[src/rtl/serial_adder_pkg.sv]
// Shared types and constants for the bit-serial adder.
package serial_adder_pkg;

    typedef enum logic [1:0] {
        IDLE = 2'b00,
        RUN  = 2'b01,
        DONE = 2'b10
    } state_t;

    localparam int WIDTH_DEF = 8;

endpackage

[src/rtl/serial_adder_fa_cell.sv]
// Single-bit full adder; the only adder in the serial datapath.
module fa_cell (
    input  logic x,
    input  logic y,
    input  logic ci,
    output logic s,
    output logic co
);

    assign s  = x ^ y ^ ci;
    assign co = (x & y) | (ci & (x ^ y));

endmodule

[src/rtl/serial_adder.sv]
// Bit-serial unsigned adder: one operand bit per clock through a single full adder,
// with the full result published to sum/cout only when the last bit is done.
module serial_adder
    import serial_adder_pkg::*;
#(
    parameter int WIDTH = WIDTH_DEF
) (
    input  logic             clk,
    input  logic             rst,
    input  logic             start,
    input  logic [WIDTH-1:0] a,
    input  logic [WIDTH-1:0] b,
    input  logic             cin,
    output logic             busy,
    output logic             done,
    output logic [WIDTH-1:0] sum,
    output logic             cout
);

    localparam int CW = $clog2(WIDTH);
    localparam logic [CW-1:0] CNT_ONE  = CW'(1);
    localparam logic [CW-1:0] CNT_LAST = CW'(WIDTH - 1);

    state_t state_q, state_d;
    logic   load, step, last;

    logic [WIDTH-1:0] a_sr, b_sr;
    logic [WIDTH-2:0] res_sr;
    logic [WIDTH-1:0] res_cat;
    logic [CW-1:0]    cnt;
    logic             carry;
    logic             fa_s, fa_co;

    fa_cell u_fa (
        .x  (a_sr[0]),
        .y  (b_sr[0]),
        .ci (carry),
        .s  (fa_s),
        .co (fa_co)
    );

    // res_sr only needs WIDTH-1 bits: the final sum bit goes straight to sum.
    assign res_cat = {fa_s, res_sr};
    assign last    = (cnt == CNT_LAST);

    always_ff @(posedge clk or posedge rst) begin
        if (rst) state_q <= IDLE;
        else     state_q <= state_d;
    end

    always_comb begin
        state_d = state_q;
        load    = 1'b0;
        step    = 1'b0;
        busy    = 1'b0;
        done    = 1'b0;
        case (state_q)
            IDLE: begin
                if (start) begin
                    load    = 1'b1;
                    state_d = RUN;
                end
            end
            RUN: begin
                busy = 1'b1;
                step = 1'b1;
                if (last) state_d = DONE;
            end
            DONE: begin
                busy    = 1'b1;
                done    = 1'b1;
                state_d = IDLE;
            end
            default: state_d = IDLE;
        endcase
    end

    always_ff @(posedge clk or posedge rst) begin
        if (rst) begin
            a_sr   <= '0;
            b_sr   <= '0;
            res_sr <= '0;
            carry  <= 1'b0;
            cnt    <= '0;
            sum    <= '0;
            cout   <= 1'b0;
        end else if (load) begin
            a_sr   <= a;
            b_sr   <= b;
            carry  <= cin;
            cnt    <= '0;
            res_sr <= '0;
        end else if (step) begin
            a_sr   <= {1'b0, a_sr[WIDTH-1:1]};
            b_sr   <= {1'b0, b_sr[WIDTH-1:1]};
            res_sr <= res_cat[WIDTH-1:1];
            carry  <= fa_co;
            cnt    <= cnt + CNT_ONE;
            if (last) begin
                sum  <= res_cat;
                cout <= fa_co;
            end
        end
    end

endmodule

[config.mk]
export PLATFORM = sky130hd
export DESIGN_NAME = serial_adder
export DESIGN_NICKNAME = d
export VERILOG_FILES = /design/src/rtl/serial_adder_pkg.sv /design/src/rtl/serial_adder_fa_cell.sv /design/src/rtl/serial_adder.sv
export SDC_FILE = /design/constraint.sdc
export NUM_CORES = 1
export LEC_CHECK = 0
export BUFFER_PORTS_ARGS = -buffer_cell sky130_fd_sc_hd__buf_2
export CAP_MARGIN = 40
export CORE_UTILIZATION = 45
export CTS_CLUSTER_SIZE = 25
export DETAILED_ROUTE_END_ITERATION = 10
export PLACE_DENSITY = 0.69
export SETUP_SLACK_MARGIN = 0.05
export SLEW_MARGIN = 30
export SYNTH_ARGS = -nofsm -noshare
export SYNTH_HDL_FRONTEND = slang
export SYNTH_SLANG_ARGS = --single-unit
export TNS_END_PERCENT = 20
[constraint.sdc]
create_clock -name clk -period 3 [get_ports clk]
set_clock_uncertainty 0.1 [all_clocks]
set_input_delay 0.15 -clock clk [delete_from_list [all_inputs] [get_ports clk]]
set_output_delay 0.15 -clock clk [all_outputs]
set_load 0.05 [all_outputs]
==> results.yml, run 1 <==
outcome:
  outcome: "finished clean"
clock_tree:
  cts.hold.buffers_added: 17
  clkTransAtPathRegs_ns: 0.07
  h-tree-depth: 2
  numCtsBuffers: 5
  clkSinkCount: 38
  cts_tree: "built"
  ctsResizeCount: 0
  root_buffer: "clkbuf_8"
  clk_latency_ns: 0.28
  post-cts-setup-buffers: 0
  clockBufferDepth: 2
floorplanning:
  die-area_um2: 4260
  io_pins: 31
  initial_core_util_pct: 48.1
  die_x_um: 65.3
  core_area_um2: 3740
  rows: 22
  fp.dieH_um: 65.3
pwr:
  power.density_nw_per_um2: 921
  vdd_drop_max_v: 0.000496
  p_leak_nw: 1.11
  power_w: 0.00204
synth:
  syn_avg_cell_area_um2: 12.5
  synth_top_area_cell: "dfrtp_1"
  yosys-top-cells-area: "dfrtp_1 (53%), mux2i_1 (13%), mux2_4 (7.5%), ha_1 (4.9%), nand2_1 (4.0%)"
  syn_nets: 172
  postSynthCellCount: 144
  ys_seq_area_share_pct: 52.8
  synth_cell_types: 21
  ys_warn_count: 0
  syn_area_um2: 1800
  ys_seq_elements: 38
  synth_top_area_share_pct: 52.8
timing:
  min_period_over_period_pct: 63.8
  slew_viol_final: 0
  timing.final.ws_setup_ns: 1.09
  rsz0062_at_grt: "false"
  finalSetupViolCount: 0
  fin_setup_tns_ns: 0
  hold_viol: 0
  fmax_mhz: 522
  tightest_slew_ns: 0.470
  min_period_ns: 1.91
  slew_headroom_pct: 68.6
place:
  io_buffers: 30
  gp_congestion: 0.685
  preCtsSetupSlack_ns: 1.07
  hpwlAfterDp_mm: 1.91
route:
  vias: 1169
  wl_mm: 3.00
  wire_per_inst_um: 12.4
  drc: 0
  first_iter_violations: 63
  drt-pass1-iter-count: 4
  postRouteAntennaNets: 0
  viasPerCell: 4.83
global_routing:
  overflow: 0
  grt_pass1_vias: 1218
  grt_max_degree: 45
  grt_pass1_wl_mm: 5.26
  grt.total_usage_pct: 16.5
  antenna_found_initial: 0
finish:
  final_nets: 222
  antennaDiodeCount: 0
  layout-drive-gt1-share_pct: 26.3
  area_delta_synth_final_pct: 22.7
min_path:
  hold_path.startpoint: "start"
  hold_path.class: "in -> reg"
  min_path_cells: 3
setup_path:
  max_stage_delay_ns: 0.50
  crit_path_max_fanout: 15
  crit_type: "reg -> reg"
  cp_cell_sequence: "inv_1 > ha_2 > buf_4 > mux2i_1 > o21ai_0"
  crit_start: "state_q[1]"
  endpoint_kind: "flip-flop"
  worstReg2RegStart: "state_q[1]"
  worst_path_max_delay_cell: "ha_2"
  cp.required_ns: 3.05
  cp.arrival_ns: 1.97
  cp-start-kind: "flip-flop"
  reg2reg_depth: 5
run:
  cap_violations: 0
[placed cells by master, fill, tap and decap left out, types with 2 or more instances in the layout]
cell           count
mux2i_1           24
mux2_4             9
buf_2             30
o21ai_0            7
clkbuf_1           2
dfrtp_1           38
dlygate4sd3_1     18
mux2_1             2
o21ai_1           10
buf_4              3
nor2_1            10
clkbuf_8           5
inv_1              4
ha_1               6
nand2_1           19
[where the power goes]
part / total, W / switching [W] / internal (W) / leakage (nW)
clock network: 0.000321 / 0.000161 / 0.000160 / 0.0383
registers: 0.000833 / 0.000122 / 0.000711 / 0.495
logic: 0.000882 / 0.000515 / 0.000366 / 0.581
total: 0.00204 / 0.000799 / 0.00124 / 1.11
[cell type report]
class | count | area, µm²
Fill cell | 326 | 1530
Sequential cell | 38 | 951
Multi-Input combinational cell | 93 | 749
Timing Repair Buffer | 51 | 353
Clock buffer | 7 | 76.3
Tap cell | 48 | 60.1
Inverter | 5 | 21.3
[synthesized netlist by cell type, drive strengths merged]
master  count
nor2       10
xnor2       1
o21ai      17
inv         5
fa          1
ha          7
mux2i      24
mux2       11
buf         8
nand2      20
dfrtp      38
and2        1
o22ai       1
[per-layer routing]
metal  vias to the layer above  track usage (%)  routed length, µm
met2                        27             28.1               1500
met1                       553             19.2               1340
met4                         0             7.34                 51
met3                         8             4.34                 97
li1                        581                -                  -
met5                         -                0                  0
[through the flow]
step | hold slack (ns) | utilization (%) | area [µm²] | cells
after floorplan | 0.167 | - | 1800 | 144
after global placement | -0.0588 | 52.2 | 1950 | 217
after detailed placement | -0.0488 | 52.2 | 1950 | 217
after CTS | 0.000906 | 58.8 | 2200 | 241
after global routing | 0.186 | 59.1 | 2210 | 242
final | 0.177 | 59.1 | 2210 | 242
[cells by family (layout without fill, tap and decap cells)]
logic type               after synthesis  after routing  share of synthesized area, %
XOR/XNOR                               1              1                         0.486
AND/OR/NAND/NOR                       31             31                          7.50
flip-flops                            38             38                          52.8
AO/OA/AOI/OAI                         18             18                          5.42
multiplexers                          35             35                          22.1
buffers and inverters                 13             63                          5.76
adder cells (fa/ha/maj)                8              8                          5.97
[registers in the layout, indices dropped and copies added, names as in the netlist]
register and flops:
state_q 2, cout 1, a_sr 8, res_sr 7, carry 1, b_sr 8
sum 8, cnt 3
[final timing paths]
check	end	slack, ns
min in group asynchronous	sum[6]	0.20
hold reg to reg	sum[3]	0.41
setup reg to reg	b_sr[1]	1.09
max in group asynchronous	a_sr[5]	1.95
hold / removal	state_q[1]	0.18
setup / recovery	b_sr[1]	1.09
[critical path: cells and delay by family (launching register included)]
kind | cells | cell delay (ns)
flip-flops | 1 | 0.40
adder cells (fa/ha/maj) | 1 | 0.50
multiplexers | 1 | 0.21
buffers and inverters | 2 | 0.48
AO/OA/AOI/OAI | 1 | 0.08
Note: power is estimated with default switching activity, not from simulation.
==> run 2: changes to the inputs <==
clock period = 1.8 ns   (was 3 ns; I/O delays follow)
==> run 2 against run 1 <==
Die area stayed put. Power grew 79%. Via count down 0.77%. Flip-flop and latch count unchanged. Clock-buffer cell count rose by 1. First-iteration DRC count down 3.2%. Largest cell class unchanged. Highest routed layer unchanged.
==> results.yml, run 2 (synthesis gave the netlist of run 1 again) <==
min_path:
  holdPathEnd: "state_q[1]"
  hold_path.class: "in -> reg"
  hold_path.startpoint: "start"
  min_path_cells: 3
global_routing:
  overflow: 0
  grt_pass1_vias: 1217
  grt_max_degree: 45
  grt_pass1_wl_mm: 5.42
  grt.total_usage_pct: 17.3
  antenna_found_initial: 0
finish:
  final_nets: 222
  post-route-util_pct: 60.9
  final_area_um2: 2280
  layout_commonest_cell: "dfrtp_1"
  final_cell_mix: "dfrtp_1 (38), buf_2 (30), mux2i_1 (24)"
  fill_cells: 318
  layout-drive-gt1-share_pct: 27.7
  multi_input_area_um2: 759
  top_regs: "a_sr (8), b_sr (8), sum (8)"
  final-seq-area_um2: 951
  antennaDiodeCount: 0
  area_delta_synth_final_pct: 26.5
setup_path:
  timing.rr.end: "b_sr[2]"
  cp.arrival_ns: 1.43
  crit_path_max_fanout: 4
  reg2reg_depth: 5
  worstReg2RegStart: "state_q[1]"
  cp-start-kind: "flip-flop"
  reg2reg_slack_ns: 0.18
  cp.required_ns: 1.61
  endpoint_kind: "output pin"
  crit_type: "reg -> out"
clock_tree:
  root_buffer: "clkbuf_8"
  clk_latency_ns: 0.29
  numCtsBuffers: 5
  clkTransAtPathRegs_ns: 0.07
  clkSinkCount: 38
  h-tree-depth: 2
  cts_tree: "built"
  clockBufferDepth: 2
pwr:
  power.density_nw_per_um2: 1600
  power_w: 0.00364
  vdd_drop_max_v: 0.000712
  p_leak_nw: 1.14
place:
  preCtsSetupSlack_ns: 0.100
  gp_congestion: 0.813
  io_buffers: 30
  dpl_cell_area_um2: 1980
  hpwlAfterDp_mm: 2.01
timing:
  hold_viol: 0
  slew_viol_final: 0
  min_period_ns: 1.62
  timing.final.ws_setup_ns: 0.179
  tightest_slew_ns: 0.474
  finalSetupViolCount: 0
  rsz0062_at_grt: "false"
  slew_headroom_pct: 68.4
  min_period_over_period_pct: 90.0
  fin_setup_tns_ns: 0
  fmax_mhz: 617
route:
  wl_mm: 3.22
  drt-pass1-iter-count: 3
  wire_per_inst_um: 13.3
  first_iter_violations: 61
  postRouteAntennaNets: 0
  drc: 0
  viasPerCell: 4.77
  vias: 1160
run:
  cap_violations: 0
floorplanning:
  rows: 22
  die_x_um: 65.3
  initial_core_util_pct: 48.1
  die-area_um2: 4260
  fp.dieH_um: 65.3
  io_pins: 31
  core_area_um2: 3740
outcome:
  outcome: "finished clean"
## run 2: changes by cell type in the layout (fill, tap and decap cells not counted)
cell / change
clkbuf_1: -2
ha_4: +1
buf_4: -2
ha_2: -1
buf_12: +2
clkbuf_8: +3
## run 2: final cells by class
cell class	instances	area share [%]
tap	48	2.63
multi-input combinational	93	33.3
sequential	38	41.7
clock buffer	8	4.83
inverter	5	0.933
timing repair buffer	51	16.6
## run 2: worst max path at each step
stage	slack, ns	startpoint	end	cells past startpoint
after floorplan	0.27	cnt[0]	state_q[0]	4
after global placement	0.20	state_q[1]	state_q[1]	5
after detailed placement	0.10	state_q[1]	a_sr[4]	5
after CTS	0.09	state_q[1]	a_sr[4]	5
after global routing	0.09	state_q[1]	b_sr[1]	5
final	0.18	state_q[0]	busy	3
## run 2: repair_timing
item,in CTS,in global routing
hold endpoints to repair,55,0
gates resized for setup,0,1
endpoints found under the setup margin,0,13
hold buffers,18,0
setup buffers,0,0
## run 2: critical path: stages (launching register included)
cell and delay, ns:
dfrtp_1 0.47, inv_1 0.13, ha_1 0.30, buf_2 0.25
## run 2: where the power goes
group	internal, W	switching (W)
registers	0.00118	0.000211
logic	0.000680	0.000889
clock network	0.000387	0.000291
total	0.00225	0.00139
## run 2: stage by stage
step	std cells	hold WS, ns
2_1_floorplan	144	0.107
3_3_place_gp	217	0.117
3_5_place_dp	217	0.131
4_1_cts	243	0.111
5_1_grt	243	0.122
6_report	243	0.122
## run 2: routing by layer
| layer | share of wire (%) | vias up | track usage, % |
|---|---|---|---|
| met3 | 3.5 | 7 | 5.73 |
| li1 | - | 581 | - |
| met2 | 50 | 28 | 28.0 |
| met1 | 44 | 544 | 20.7 |
| met4 | 1.8 | 0 | 8.15 |
| met5 | 0 | - | 0 |
